[src/rtl/mem_arb_pkg.sv]
// rtl/mem_arb_pkg.sv - shared types for the unified-memory arbiter
//
// Purpose: state encoding of the arbiter FSM and the requester grant IDs.
// Ports: none (package).

package mem_arb_pkg;

  typedef enum logic [1:0] {
    IDLE  = 2'd0,
    ISSUE = 2'd1,
    WAIT  = 2'd2,
    RESP  = 2'd3
  } arbState_e;

  typedef enum logic {
    GNT_CPU = 1'b0,
    GNT_LDR = 1'b1
  } gntId_e;

endpackage

[src/rtl/mem_arbiter_if.sv]
// rtl/mem_arbiter_if.sv - bundle of requester and memory signals around the arbiter
//
// Purpose: groups the control-unit port, the loader/debug port and the
//          memory command/data port into one interface.
// Modports:
//   slave  - arbiter view: takes cpu_*/ldr_* requests and mem_rdata,
//            returns rdata/ack/stall and drives the memory command.
//   master - environment view: requesters plus the memory device.

interface mem_arbiter_if #(
  parameter int ADDR_W = 32,
  parameter int DATA_W = 32
);

  logic              cpu_req;
  logic              cpu_we;
  logic [ADDR_W-1:0] cpu_addr;
  logic [DATA_W-1:0] cpu_wdata;
  logic [DATA_W-1:0] cpu_rdata;
  logic              cpu_ack;
  logic              cpu_stall;

  logic              ldr_req;
  logic              ldr_we;
  logic [ADDR_W-1:0] ldr_addr;
  logic [DATA_W-1:0] ldr_wdata;
  logic [DATA_W-1:0] ldr_rdata;
  logic              ldr_ack;

  logic              mem_en;
  logic              mem_we;
  logic [ADDR_W-1:0] mem_addr;
  logic [DATA_W-1:0] mem_wdata;
  logic [DATA_W-1:0] mem_rdata;

  modport slave (
    input  cpu_req, cpu_we, cpu_addr, cpu_wdata,
    output cpu_rdata, cpu_ack, cpu_stall,
    input  ldr_req, ldr_we, ldr_addr, ldr_wdata,
    output ldr_rdata, ldr_ack,
    output mem_en, mem_we, mem_addr, mem_wdata,
    input  mem_rdata
  );

  modport master (
    output cpu_req, cpu_we, cpu_addr, cpu_wdata,
    input  cpu_rdata, cpu_ack, cpu_stall,
    output ldr_req, ldr_we, ldr_addr, ldr_wdata,
    input  ldr_rdata, ldr_ack,
    input  mem_en, mem_we, mem_addr, mem_wdata,
    output mem_rdata
  );

endinterface

[src/rtl/rr_pick2.sv]
// rtl/rr_pick2.sv - two-way round-robin picker
//
// Purpose: chooses between the CPU (req[0]) and loader (req[1]) requests.
//          A lone requester always wins; on a tie the requester that was
//          not served last wins.
// Ports:
//   req   in  2  request vector, bit 0 = CPU, bit 1 = loader
//   last  in  1  requester served by the previous transaction
//   grant out 1  chosen requester ID
//   valid out 1  at least one request present

module rr_pick2
  import mem_arb_pkg::*;
(
  input  logic [1:0] req,
  input  gntId_e     last,
  output gntId_e     grant,
  output logic       valid
);

  always_comb begin
    valid = |req;
    grant = GNT_CPU;
    case (req)
      2'b01:   grant = GNT_CPU;
      2'b10:   grant = GNT_LDR;
      2'b11:   grant = (last == GNT_CPU) ? GNT_LDR : GNT_CPU;
      default: grant = GNT_CPU;
    endcase
  end

endmodule

[src/rtl/mem_arbiter.sv]
// rtl/mem_arbiter.sv - serializes CPU and loader accesses onto the unified memory
//
// Purpose: one transaction at a time flows IDLE -> ISSUE -> WAIT -> RESP.
//          The winning requester's payload is latched at grant; the memory
//          sees a one-cycle command strobe and returns read data MEM_LAT
//          cycles later. The CPU is stalled until its ack.
// Ports:
//   Clock  in  system clock, rising edge
//   reset  in  asynchronous, active-high
//   bus    mem_arbiter_if.slave - cpu_*, ldr_* request ports and mem_* port

module mem_arbiter
  import mem_arb_pkg::*;
#(
  parameter int ADDR_W  = 32,
  parameter int DATA_W  = 32,
  parameter int MEM_LAT = 2
) (
  input logic          Clock,
  input logic          reset,
  mem_arbiter_if.slave bus
);

  localparam int CNT_W = $clog2(MEM_LAT + 1);
  localparam logic [CNT_W-1:0] LAST_CNT = CNT_W'(MEM_LAT - 1);

  arbState_e         state;
  gntId_e            lastGrant;
  gntId_e            grantQ;
  logic              isWriteQ;
  logic [CNT_W-1:0]  latCnt;

  logic              memEnQ;
  logic              memWeQ;
  logic [ADDR_W-1:0] memAddrQ;
  logic [DATA_W-1:0] memWdataQ;
  logic [DATA_W-1:0] cpuRdataQ;
  logic [DATA_W-1:0] ldrRdataQ;
  logic              cpuAckQ;
  logic              ldrAckQ;

  gntId_e            pickGrant;
  logic              pickValid;

  rr_pick2 uPick (
    .req   ({bus.ldr_req, bus.cpu_req}),
    .last  (lastGrant),
    .grant (pickGrant),
    .valid (pickValid)
  );

  always_ff @(posedge Clock or posedge reset) begin
    if (reset) begin
      state     <= IDLE;
      lastGrant <= GNT_LDR;
      grantQ    <= GNT_CPU;
      isWriteQ  <= 1'b0;
      latCnt    <= '0;
      memEnQ    <= 1'b0;
      memWeQ    <= 1'b0;
      memAddrQ  <= '0;
      memWdataQ <= '0;
      cpuRdataQ <= '0;
      ldrRdataQ <= '0;
      cpuAckQ   <= 1'b0;
      ldrAckQ   <= 1'b0;
    end else begin
      case (state)
        IDLE: begin
          if (pickValid) begin
            // Strobe is raised here so it is visible during the ISSUE cycle.
            grantQ <= pickGrant;
            memEnQ <= 1'b1;
            if (pickGrant == GNT_CPU) begin
              memWeQ    <= bus.cpu_we;
              isWriteQ  <= bus.cpu_we;
              memAddrQ  <= bus.cpu_addr;
              memWdataQ <= bus.cpu_wdata;
            end else begin
              memWeQ    <= bus.ldr_we;
              isWriteQ  <= bus.ldr_we;
              memAddrQ  <= bus.ldr_addr;
              memWdataQ <= bus.ldr_wdata;
            end
            state <= ISSUE;
          end
        end
        ISSUE: begin
          memEnQ <= 1'b0;
          memWeQ <= 1'b0;
          latCnt <= '0;
          state  <= WAIT;
        end
        WAIT: begin
          if (latCnt == LAST_CNT) begin
            // mem_rdata is valid in this cycle; writes keep old rdata.
            if (!isWriteQ) begin
              if (grantQ == GNT_CPU) cpuRdataQ <= bus.mem_rdata;
              else                   ldrRdataQ <= bus.mem_rdata;
            end
            if (grantQ == GNT_CPU) cpuAckQ <= 1'b1;
            else                   ldrAckQ <= 1'b1;
            state <= RESP;
          end else begin
            latCnt <= latCnt + 1'b1;
          end
        end
        RESP: begin
          cpuAckQ   <= 1'b0;
          ldrAckQ   <= 1'b0;
          lastGrant <= grantQ;
          state     <= IDLE;
        end
        default: state <= IDLE;
      endcase
    end
  end

  assign bus.mem_en    = memEnQ;
  assign bus.mem_we    = memWeQ;
  assign bus.mem_addr  = memAddrQ;
  assign bus.mem_wdata = memWdataQ;
  assign bus.cpu_rdata = cpuRdataQ;
  assign bus.ldr_rdata = ldrRdataQ;
  assign bus.cpu_ack   = cpuAckQ;
  assign bus.ldr_ack   = ldrAckQ;
  // Combinational so the control unit freezes in the very cycle it asks.
  assign bus.cpu_stall = bus.cpu_req & ~cpuAckQ;

endmodule
[src/flat_wrapper.sv]
// flat-port wrapper written by rule: the top's interface ports become plain ports
module mem_arbiter_flat import mem_arb_pkg::*;
#(
  parameter int ADDR_W  = 32,
  parameter int DATA_W  = 32,
  parameter int MEM_LAT = 2
)
  (Clock, reset, bus_cpu_req, bus_cpu_we, bus_cpu_addr, bus_cpu_wdata, bus_cpu_rdata, bus_cpu_ack, bus_cpu_stall, bus_ldr_req, bus_ldr_we, bus_ldr_addr, bus_ldr_wdata, bus_ldr_rdata, bus_ldr_ack, bus_mem_en, bus_mem_we, bus_mem_addr, bus_mem_wdata, bus_mem_rdata);
  mem_arbiter_if #(.ADDR_W(ADDR_W), .DATA_W(DATA_W)) bus_i ();
  input logic Clock;
  input logic reset;
  input wire logic [$bits(bus_i.cpu_req)-1:0] bus_cpu_req;
  input wire logic [$bits(bus_i.cpu_we)-1:0] bus_cpu_we;
  input wire logic [$bits(bus_i.cpu_addr)-1:0] bus_cpu_addr;
  input wire logic [$bits(bus_i.cpu_wdata)-1:0] bus_cpu_wdata;
  output wire logic [$bits(bus_i.cpu_rdata)-1:0] bus_cpu_rdata;
  output wire logic [$bits(bus_i.cpu_ack)-1:0] bus_cpu_ack;
  output wire logic [$bits(bus_i.cpu_stall)-1:0] bus_cpu_stall;
  input wire logic [$bits(bus_i.ldr_req)-1:0] bus_ldr_req;
  input wire logic [$bits(bus_i.ldr_we)-1:0] bus_ldr_we;
  input wire logic [$bits(bus_i.ldr_addr)-1:0] bus_ldr_addr;
  input wire logic [$bits(bus_i.ldr_wdata)-1:0] bus_ldr_wdata;
  output wire logic [$bits(bus_i.ldr_rdata)-1:0] bus_ldr_rdata;
  output wire logic [$bits(bus_i.ldr_ack)-1:0] bus_ldr_ack;
  output wire logic [$bits(bus_i.mem_en)-1:0] bus_mem_en;
  output wire logic [$bits(bus_i.mem_we)-1:0] bus_mem_we;
  output wire logic [$bits(bus_i.mem_addr)-1:0] bus_mem_addr;
  output wire logic [$bits(bus_i.mem_wdata)-1:0] bus_mem_wdata;
  input wire logic [$bits(bus_i.mem_rdata)-1:0] bus_mem_rdata;
  assign bus_i.cpu_req = bus_cpu_req;
  assign bus_i.cpu_we = bus_cpu_we;
  assign bus_i.cpu_addr = bus_cpu_addr;
  assign bus_i.cpu_wdata = bus_cpu_wdata;
  assign bus_cpu_rdata = bus_i.cpu_rdata;
  assign bus_cpu_ack = bus_i.cpu_ack;
  assign bus_cpu_stall = bus_i.cpu_stall;
  assign bus_i.ldr_req = bus_ldr_req;
  assign bus_i.ldr_we = bus_ldr_we;
  assign bus_i.ldr_addr = bus_ldr_addr;
  assign bus_i.ldr_wdata = bus_ldr_wdata;
  assign bus_ldr_rdata = bus_i.ldr_rdata;
  assign bus_ldr_ack = bus_i.ldr_ack;
  assign bus_mem_en = bus_i.mem_en;
  assign bus_mem_we = bus_i.mem_we;
  assign bus_mem_addr = bus_i.mem_addr;
  assign bus_mem_wdata = bus_i.mem_wdata;
  assign bus_i.mem_rdata = bus_mem_rdata;
  mem_arbiter #(.ADDR_W(ADDR_W), .DATA_W(DATA_W), .MEM_LAT(MEM_LAT)) u_core (.Clock(Clock), .reset(reset), .bus(bus_i));
endmodule
[config.mk]
export PLATFORM = sky130hd
export DESIGN_NAME = mem_arbiter_flat
export DESIGN_NICKNAME = d
export VERILOG_FILES = /design/src/rtl/mem_arb_pkg.sv /design/src/rtl/mem_arbiter_if.sv /design/src/rtl/rr_pick2.sv /design/src/rtl/mem_arbiter.sv /design/src/flat_wrapper.sv
export SDC_FILE = /design/constraint.sdc
export NUM_CORES = 1
export LEC_CHECK = 0
export BUFFER_PORTS_ARGS = -buffer_cell sky130_fd_sc_hd__buf_4
export CAP_MARGIN = 10
export CORE_AREA = 3 3 118 120
export DETAILED_ROUTE_END_ITERATION = 12
export DIE_AREA = 0 0 121 123
export GPL_TIMING_DRIVEN = 0
export PLACE_DENSITY = 0.77
export SYNTH_ARGS = -nofsm -noshare
export SYNTH_HDL_FRONTEND = slang
export SYNTH_SLANG_ARGS = --single-unit
[constraint.sdc]
create_clock -name Clock -period 4.7 [get_ports Clock]
set_input_delay 0.235 -clock Clock [delete_from_list [all_inputs] [get_ports Clock]]
set_output_delay 0.235 -clock Clock [all_outputs]
set_load 0.01 [all_outputs]
==> results by group, run 1 <==
Clocking
  • Clk pin slew, worst setup/hold paths: 0.06 ns
  • Post_cts resized: 0
  • Worst skew pair latency: 0.41 ns
  • TritonCTS Buffers: 17
  • Max clock buf depth: 2
  • Clk root buf: clkbuf_16
  • # clock sinks: 139
  • CTS tree: built
  • H-tree levels: 4

Final layout
  • Layout fillers: between 900 and 1000
  • Final core occ: 0.6906
  • Area Overhead vs Synth: 51.60%
  • Final non-filler cell total: 981
  • Layout Nets: 964
  • Most common cell after layout, fill and taps aside: buf_4
  • Fraction of layout cells with a size suffix above 1: 0.5255
  • Ant. Diodes: 0
  • Most frequent cells in the layout: buf_4, dfrtp_1, mux2i_1, nand2_1, mux2_2

Synth
  • Dominant synthesized flop cell: dfrtp_1
  • Cell area after synthesis: 5961 um^2
  • Area contributors post-synth: dfrtp_1, mux2_2, mux2i_1
  • Count of cell types in the netlist: 31
  • Synth async-reset ratio: 1.000
  • Synthesized flop and latch total: 139
  • Synth top area share: 0.5793
  • Leading area contributor after synthesis: dfrtp_1
  • Synthesized netlist cell count: 473
  • Net count after synthesis: 645
  • Synth warnings: 0
  • Number of synthesized flops with an enable pin: 0
  • Avg Cell Area, Syn: 12.60 um^2
  • Post-synthesis sequential area ratio: 0.5838

Power
  • PD cells: approximately 660 nW/um^2
  • P_int: between 3000 and 4000 uW
  • Flop pwr share: 0.362
  • Clk network pwr share: 0.216
  • Worst ir drop on vdd: roughly 0.00024 V
  • Leakage power: 0.004674 uW
  • Comb pwr share: 0.422
  • Sw frac: 0.3462
  • Sw Pwr: about 2100 uW

Die
  • Die width: 121 um
  • FP Rows: 42
  • Initial Util: 0.4555
  • Boundary Pins: 299
  • Core Region: ~13000 um^2
  • Die Y-Extent: 123 um
  • DIE AREA: 14880 um^2

Timing
  • Final Setup Violations: 0
  • Total negative slack: 0 ns
  • Fin crit share: 0.4140
  • RSZ-0062 raised after global routing: no
  • Slew at the pin closest to its max-slew limit: between 0.5 and 0.6 ns
  • Relative slew slack: 0.6011
  • Hold WS: 0.06713 ns
  • Clock skew: 0.007823 ns
  • Final hold violation count: 0
  • Final min period: 1.946 ns
  • Pins Over Slew Limit: 0
  • Peak Freq: slightly above 0.5 GHz

Setup path
  • Register-to-register setup slack: 2.75 ns
  • RR Endpoint: u_core.bus.cpu_rdata[16]
  • Crit. Startpoint: u_core.state[0]
  • Startpoint types: register
  • Largest stage delay, worst path: about 0.41 ns
  • Critical Path End Type: register
  • Maximum fanout along the worst path: 10
  • End of the critical path: u_core.bus.cpu_rdata[16]
  • RR Startpoint: u_core.state[0]
  • Worst r2r path cells: 7
  • Critical-path top delay cell: dfrtp_1
  • CP arrival: 2.23 ns
  • Crit path cell chain: inv_1 > ha_1 > buf_2 > nand2_2 > nor3_4 > buf_6 > mux2_2
  • Data required time of the worst path: ~5 ns
  • Crit path kind: reg2reg

Global route
  • Global Route Usage Sum: 0.2278
  • Largest net degree at the start of global routing: 75
  • First-pass GRT wire length: between 20000 and 30000 um
  • Total grt overflow: 0
  • Initial antenna violation count: 0
  • Vias in the first global route: 4891

Hold path
  • Worst hold path class: in2reg

Place
  • Port bufs: 298
  • RePlAce Congestion: 0.8372
  • Placed Instances: 948
  • Post-detail-place hpwl: around 14000 um

Routing
  • Routed wire length: ~17000 um
  • Vias per Instance: 4.927
  • Routed len/inst: 17.51 um
  • DRC Markers: 0
  • Routed vias: between 4000 and 5000
  • Initial DRC count: about 200
  • ANT nets after route: 0
  • 1st-pass router iterations: 4

Job
  • Max-Cap Viols: 0

Run status
  • Status: complete, no violations
final cells by class:
type / instances / area (um^2) / share of cell area
Timing Repair Buffer: 300 / 2275 / 0.2517
Clock inverter: 15 / 150.1 / 0.01662
Sequential cell: 139 / 3480 / 0.3851
Buffer: 29 / 191.4 / 0.02119
Tap cell: 176 / 220.2 / 0.02437
Clock buffer: 17 / 425.4 / 0.04708
Inverter: 9 / 38.79 / 0.004292
Multi-Input combinational cell: 296 / 2256 / 0.2497
power by group through the flow:
stage                     Combinational (uW)  Sequential (uW)  Clock, uW
after floorplan                          979             2360          0
after global routing                    2740             2230       1370
final                                   2520             2160       1290
after global placement                  2480             2130          0
after CTS                               2560             2160       1300
after detailed placement                2550             2170          0
logic make-up (layout without fill, tap and decap cells):
| group | Yosys count | in the layout | synth area share |
|---|---|---|---|
| and+or+nand+nor | 79 | 79 | 0.05709 |
| xor gates and xnor gates | 1 | 1 | 0.001470 |
| buffers and inverters | 38 | 370 | 0.03778 |
| AOI/OAI and AO/OA | 76 | 76 | 0.06843 |
| adders and majority gates | 6 | 6 | 0.01259 |
| DFF | 139 | 139 | 0.5838 |
| muxes | 134 | 134 | 0.2389 |
what timing repair did:
| item | in CTS | in global routing |
|---|---|---|
| buffers inserted | 0 | 0 |
| endpoints found under the setup margin | 0 | 0 |
| hold endpoints to repair | 65 | 0 |
| hold buffers | 1 | 0 |
flip-flops by register name, summed over array words and instances, names as in the netlist, 2 cells and up:
| signal | cells |
|---|---|
| u_core.bus.mem_wdata | 32 |
| u_core.bus.ldr_rdata | 32 |
| u_core.bus.mem_addr | 32 |
| u_core.latCnt | 2 |
| u_core.state | 2 |
| u_core.bus.cpu_rdata | 32 |
critical path: cells and delay by family, from the launching register on:
family / cells / cell delay [ns]
adder cells (fa/ha/maj): 1 / 0.14
buffers and inverters: 3 / 0.53
flip-flops: 1 / 0.41
multiplexers: 1 / 0.36
AND/OR/NAND/NOR: 2 / 0.37
per-stage QoR:
stage	area, um^2	total power (uW)	worst slack [ns]
6_report	9036	5961	2.754
5_1_grt	9036	6331	2.628
4_1_cts	9036	6019	2.737
3_5_place_dp	8451	4721	2.742
3_3_place_gp	8418	4613	-0.5282
2_1_floorplan	5961	3343	0.7421
cells in the mapped netlist, types with 2 or more instances:
cell	number
dfrtp_1	138
mux2i_1	68
nand2_1	68
mux2_2	64
o21ai_1	39
o21ai_0	28
buf_2	11
inv_1	9
buf_6	8
clkbuf_1	7
ha_1	6
nand2b_1	3
a21oi_1	2
buf_4	2
mux2_1	2
nor2b_1	2
o2bb2ai_1	2
worst min path at each step:
stage / from / end / slack, ns / depth (start not counted)
after floorplan: bus_mem_rdata[26] / u_core.bus.cpu_rdata[26] / 0.37 / 1
after global placement: bus_mem_rdata[26] / u_core.bus.cpu_rdata[26] / 0.47 / 2
after detailed placement: reset / u_core.bus.cpu_rdata[11] / 0.36 / 2
after CTS: bus_mem_rdata[26] / u_core.bus.cpu_rdata[26] / 0.05 / 2
after global routing: bus_mem_rdata[24] / u_core.bus.cpu_rdata[24] / 0.06 / 2
final: bus_mem_rdata[26] / u_core.bus.cpu_rdata[26] / 0.07 / 2
routing by layer:
metal,track usage,wire length [um],up-vias
met5,0,0,-
met4,0.06232,188,0
met3,0.05627,1222,15
met2,0.4144,9079,221
met1,0.2692,6684,2312
li1,-,-,2285
Note: power is estimated with default switching activity, not from simulation.
==> run 2: changes to the inputs <==
- ABC_AREA: unset -> 1
- CORE_AREA: 3 3 118 120 -> 3 3 122 124
- DIE_AREA: 0 0 121 123 -> 0 0 125 127
- PLACE_DENSITY: 0.77 -> 0.76
- clock period: 4.7 -> 1.9 ns (I/O delays scaled with it)
==> run 2 against run 1 <==
  * Final area increased by 22%
  * Sequential power increased by 150%
  * Hold slack got worse by 0.063 ns
  * Via count increased by 49%
  * Synthesized cell count increased by 69%
  * Critical path type unchanged
  * Critical path depth unchanged
  * Sequential share of layout area decreased by 6.8 points
  * Worst setup slack got worse by 2.6 ns
  * Highest routed layer unchanged
==> results by group, run 2 <==
Place
  • Placed Instances: around 1300
  • RePlAce Congestion: 0.8638
  • Worst slack, placed: 0.08295 ns
  • Post-detail-place hpwl: ~15000 um
  • Port bufs: 298

Synth
  • Mux cell area share after synthesis: 0
  • Net count after synthesis: 971
  • Area contributors post-synth: dfrtp_1, nand2_1, nand3b_1
  • Synthesized netlist cell count: 799
  • Leading area contributor after synthesis: dfrtp_1
  • Dominant synthesized flop cell: dfrtp_1
  • Avg Cell Area, Syn: between 8 and 9 um^2
  • Adder-Cell Fraction of Synth Area: 0.01151
  • Post-synthesis sequential area ratio: 0.5336
  • Most frequent cell after synthesis: nand2_1
  • Synth Area in XOR/XNOR: 0
  • Compound-gate portion of the synthesized area: 0.05507
  • Simple-gate share of the synthesized area: 0.3003
  • Synth warnings: 0
  • Synthesized flop and latch total: 139
  • List of most frequent post-synthesis cells: nand2_1, dfrtp_1, inv_1, nand3_1, o21ai_0
  • Cell area after synthesis: 6521 um^2
  • Number of synthesized flops with an enable pin: 0
  • Main combinational cell family by area after synthesis: simple AND/OR/NAND/NOR gates
  • Count of cell types in the netlist: 17
  • Synth top area share: 0.5295
  • Synth async-reset ratio: 1.000

Global route
  • Total grt overflow: 0
  • Global Route Usage Sum: 0.2929
  • First-pass GRT wire length: 37430 um
  • Largest net degree at the start of global routing: 42
  • Initial antenna violation count: 0
  • Vias in the first global route: roughly 7400

Power
  • Worst ir drop on vdd: 0.0008626 V
  • Leakage power: 0.005993 uW
  • PD cells: 1435 nW/um^2

Timing
  • Peak Freq: 0.5708 GHz
  • RSZ-0062 raised after global routing: no
  • Hold WS: ~0.0045 ns
  • Fin crit share: 0.9220
  • Final min period: 1.752 ns
  • Clock skew: 0.01499 ns
  • Final hold violation count: 0
  • Pins Over Slew Limit: 0
  • Slew at the pin closest to its max-slew limit: 0.5952 ns
  • Total negative slack: 0 ns
  • Relative slew slack: 0.6024
  • Final worst slack: between 0.1 and 0.15 ns
  • Final Setup Violations: 0

Setup path
  • Crit path kind: reg2reg
  • Worst r2r path cells: 7
  • Largest stage delay, worst path: a little over 0.4 ns
  • Data required time of the worst path: 2.18 ns
  • Cell family with most CP delay: buffers and inverters
  • Number of cells on the critical path: 7
  • Critical Path End Type: register
  • Critical-path top delay cell: dfrtp_1
  • WP buf/inv: 3
  • Startpoint types: register
  • Maximum fanout along the worst path: 10
  • Crit path cell chain: inv_1 > ha_1 > buf_2 > nand4_2 > clkbuf_2 > nand2_1 > o21ai_0
  • Register-to-register setup slack: 0.15 ns
  • CP arrival: a little over 2 ns

Job
  • Max-Cap Viols: 0

Clocking
  • H-tree levels: 4
  • Worst skew pair latency: roughly 0.42 ns
  • Clk root buf: clkbuf_16
  • # clock sinks: 139
  • CTS tree: built
  • Clk pin slew, worst setup/hold paths: 0.06 ns
  • Setup bufs post-CTS: 0
  • Max clock buf depth: 2
  • TritonCTS Buffers: 17

Die
  • Boundary Pins: 299
  • FP Rows: 43
  • Core Region: 13880 um^2
  • Die Y-Extent: 127 um
  • Die width: 125 um
  • Initial Util: 0.4698
  • DIE AREA: 15880 um^2

Routing
  • Routed wire length: around 23000 um
  • 1st-pass router iterations: 5
  • Vias per Instance: 4.986
  • Routed vias: a little over 7000
  • DRC Markers: 0
  • ANT nets after route: 0
  • Initial DRC count: 467
  • Routed len/inst: ~16 um

Final layout
  • Ant. Diodes: 0
  • Layout fillers: 895
  • Most common cell after layout, fill and taps aside: buf_4
  • Fraction of layout cells with a size suffix above 1: 0.2975
  • Area Overhead vs Synth: 68.40%
  • Layout Nets: 1423
  • Most frequent cells in the layout: buf_4, nand2_1, dfrtp_1
  • Final non-filler cell total: 1444
  • Final core occ: 0.7911

Run status
  • Status: complete, no violations

Hold path
  • Hold path depth: 5
  • Worst hold path class: in2reg
==> run 2: final cells by class <==
cell class,instances,area [um^2],share of cell area
plain buffers,48,255.2,0.02324
clock buffers,18,429.2,0.03908
clock inverters,14,158.9,0.01447
inverters,107,405.4,0.03691
multi-input cells,505,2392,0.2178
flip-flops and latches,139,3480,0.3169
well taps,180,225.2,0.02051
repair buffers,433,3636,0.3311
==> run 2: kinds of logic (layout without fill, tap and decap cells) <==
| family | count (synthesis) | in the layout |
|---|---|---|
| compound gates | 71 | 71 |
| flops | 139 | 139 |
| simple gates | 428 | 428 |
| fa+ha+maj | 6 | 6 |
| buf+inv | 155 | 620 |
==> run 2: metrics by stage <==
step / area, um^2 / power (uW)
2_1_floorplan: 6525 / 8556
3_3_place_gp: 8987 / 11920
3_5_place_dp: 9075 / 12100
4_1_cts: 10970 / 15680
5_1_grt: 10980 / 16790
6_report: 10980 / 15760
==> run 2: worst paths after layout <==
| kind | endpoint | startpoint |
|---|---|---|
| max | u_core.bus.ldr_rdata[24] | u_core.state[0] |
| min | u_core.bus.mem_addr[25] | bus_cpu_addr[25] |
| max reg2reg | u_core.bus.ldr_rdata[24] | u_core.state[0] |
| min reg2reg | u_core.bus.mem_wdata[10] | u_core.bus.mem_wdata[10] |
| max in group asynchronous | u_core.bus.mem_wdata[20] | reset |
| min in group asynchronous | u_core.bus.mem_wdata[2] | reset |
==> run 2: routing by layer <==
layer | wire length (um) | global-route usage | vias to the layer above
li1 | - | - | 3398
met1 | 9116 | 0.3421 | 3349
met4 | 1302 | 0.1626 | 0
met3 | 1439 | 0.06731 | 95
met2 | 11540 | 0.5014 | 358
met5 | 0 | 0 | -
==> run 2: what timing repair did <==
action                                  CTS  global route
endpoints found under the hold margin   148             0
gates resized for setup                   0            12
endpoints found under the setup margin    0            22
hold buffers                            131             0
==> run 2: power by group <==
| part | internal [uW] | switching (uW) | total [uW] |
|---|---|---|---|
| clock network | 1960 | 1370 | 3330 |
| logic | 3320 | 3730 | 7050 |
| registers | 4490 | 895 | 5380 |
| total | 9780 | 5990 | 15800 |
==> run 2: worst register-to-register path, stage by stage (launching register included) <==
cell and delay, ns:
dfrtp_1 0.41, inv_1 0.11, ha_1 0.14, buf_2 0.19
nand4_2 0.28, clkbuf_2 0.30, nand2_1 0.10, o21ai_0 0.09
==> run 3: changes to the inputs <==
- ABC_AREA: 1 -> 0
- CORE_AREA: 3 3 122 124 -> 3 3 118 120
- DIE_AREA: 0 0 125 127 -> 0 0 121 123
- PLACE_DENSITY: 0.76 -> 0.77
- SKIP_LAST_GASP: unset -> 1
==> run 3 against run 2 <==
  * Power increased by 1.9%
  * Sequential cell count unchanged
  * Via count down 20%
  * Non-clock buffer count decreased by 21
  * Hold slack better by 0.0034 ns
  * Die area shrank 6.2%
  * Final area down 4.5%
  * Clock skew up 0.0010 ns
  * Fmax is 5.4% lower
  * Sequential share of layout area increased by 1.5 points
  * Critical path depth decreased by 1
  * Combinational power fell by 3.7%
==> results by group, run 3 (same netlist as run 1, synthesis figures left out) <==
Run status
  • Status: complete, no violations

Final layout
  • Area Overhead vs Synth: 76.01%
  • Most frequent cells in the layout: buf_4, dfrtp_1, dlygate4sd3_1
  • Ant. Diodes: 0
  • Design area: 10490 um^2
  • Layout Nets: ~1100
  • Most common cell after layout, fill and taps aside: buf_4
  • Final core occ: 0.8018
  • Fraction of layout cells with a size suffix above 1: 0.4599

Setup path
  • Startpoint types: register
  • Crit path kind: reg2reg
  • Data required time of the worst path: roughly 2.2 ns
  • Critical Path End Type: register
  • Maximum fanout along the worst path: 10
  • CP arrival: 2.14 ns

Global route
  • Initial antenna violation count: 0
  • First-pass GRT wire length: between 30000 and 40000 um
  • Global Route Usage Sum: 0.2910
  • Total grt overflow: 0
  • Largest net degree at the start of global routing: 47
  • Vias in the first global route: 6112

Place
  • Post-detail-place hpwl: 13890 um
  • Port bufs: 298
  • RePlAce Congestion: 0.8233
  • Placed instance area: 8482 um^2
  • Worst slack, placed: -0.08267 ns

Timing
  • Slew at the pin closest to its max-slew limit: 0.8763 ns
  • Final hold violation count: 0
  • Peak Freq: 0.5397 GHz
  • Total negative slack: 0 ns
  • Final min period: 1.853 ns
  • Final Setup Violations: 0
  • Final worst slack: ~0.047 ns
  • Hold WS: 0.007932 ns
  • Fin crit share: 0.9752
  • Relative slew slack: 0.4146
  • Clock skew: 0.01604 ns
  • Pins Over Slew Limit: 0

Die
  • Die width: 121 um
  • FP Rows: 42
  • DIE AREA: roughly 15000 um^2
  • Initial Util: 0.4555
  • Boundary Pins: approximately 300
  • Die Y-Extent: 123 um
  • Core Region: 13090 um^2

Power
  • Worst ir drop on vdd: between 0.0006 and 0.0007 V
  • PD cells: approximately 1500 nW/um^2
  • Leakage power: 0.005295 uW

Clocking
  • # clock sinks: 139
  • TritonCTS Buffers: 17
  • Max clock buf depth: 2
  • Clk root buf: clkbuf_16
  • CTS tree: built
  • Worst skew pair latency: 0.42 ns
  • H-tree levels: 4
  • Clk pin slew, worst setup/hold paths: 0.06 ns

Routing
  • 1st-pass router iterations: 5
  • Routed len/inst: 19.70 um
  • DRC Markers: 0
  • Routed vias: 5741
  • Initial DRC count: 331
  • Routed wire length: 21880 um
  • ANT nets after route: 0
  • Vias per Instance: 5.167

Hold path
  • Worst hold path class: in2reg

Job
  • Max-Cap Viols: 0
## run 3: cell count changes in the layout (fill, tap and decap cells not counted), sizes merged, moves of 4 or more
cell | previous run | this run
buf | 334 | 327
nor2 | 5 | 1
bufinv | 2 | 7
nand3 | 73 | 1
mux2i | 0 | 68
nand3b | 64 | 0
mux2 | 0 | 66
nand2 | 282 | 69
inv | 112 | 8
clkbuf | 34 | 28
dlygate4sd3 | 131 | 125
## run 3: layout make-up
class	instances	area (um^2)
clock buffer	20	456.7
inverter	9	37.54
buffer	29	200.2
timing repair buffer	431	3598
tap	176	220.2
multi-input combinational	296	2258
sequential	139	3480
fill	711	2594
clock inverter	11	240.2
## run 3: worst paths after layout
kind                       slack, ns                    from  cells past startpoint                  endpoint
setup / recovery                0.05         u_core.state[0]                      6  u_core.bus.ldr_rdata[15]
hold / removal                 0.008         bus_ldr_addr[8]                      3    u_core.bus.mem_addr[8]
setup reg to reg                0.05         u_core.state[0]                      6  u_core.bus.ldr_rdata[15]
hold reg to reg                 0.48  u_core.bus.mem_addr[3]                      2    u_core.bus.mem_addr[3]
max in group asynchronous       0.55                   reset                      5          u_core.lastGrant
min in group asynchronous       0.41                   reset                      3   u_core.bus.mem_wdata[8]
## run 3: what timing repair did
action,4_1_cts,5_1_grt
gates resized for setup,3,4
endpoints found under the setup margin,30,48
pin swaps,1,1
hold buffers,125,0
hold endpoints to repair,148,0
buffers inserted,3,1
gates cloned,1,0
## run 3: per-layer routing
layer,vias up,part of all wire,wire length (um),track usage
met5,-,0,0,0
met4,0,0.047,1033,0.1565
met3,70,0.075,1633,0.07182
met2,344,0.51,11130,0.5089
met1,2790,0.37,8091,0.3291
li1,2537,-,-,-
## run 3: report_power, final
| group | internal (uW) | total, uW | switching (uW) |
|---|---|---|---|
| Sequential | 4440 | 5380 | 940 |
| Clock | 2660 | 3890 | 1230 |
| Combinational | 3520 | 6790 | 3270 |
| Total | 10600 | 16100 | 5440 |
## run 3: per-stage QoR
| stage | cells | total power, uW |
|---|---|---|
| after CTS | 1110 | 15830 |
| after detailed placement | 950 | 11690 |
| final | 1111 | 16060 |
| after global placement | 947 | 11430 |
| after global routing | 1111 | 16900 |
| after floorplan | 473 | 8269 |
## run 3: worst max-delay path, cell delays in order, from the launching register on
cell      delay [ns]
dfrtp_1         0.41
inv_2           0.07
ha_1            0.22
buf_6           0.15
nand4b_2        0.18
buf_2           0.32
mux2_2          0.38
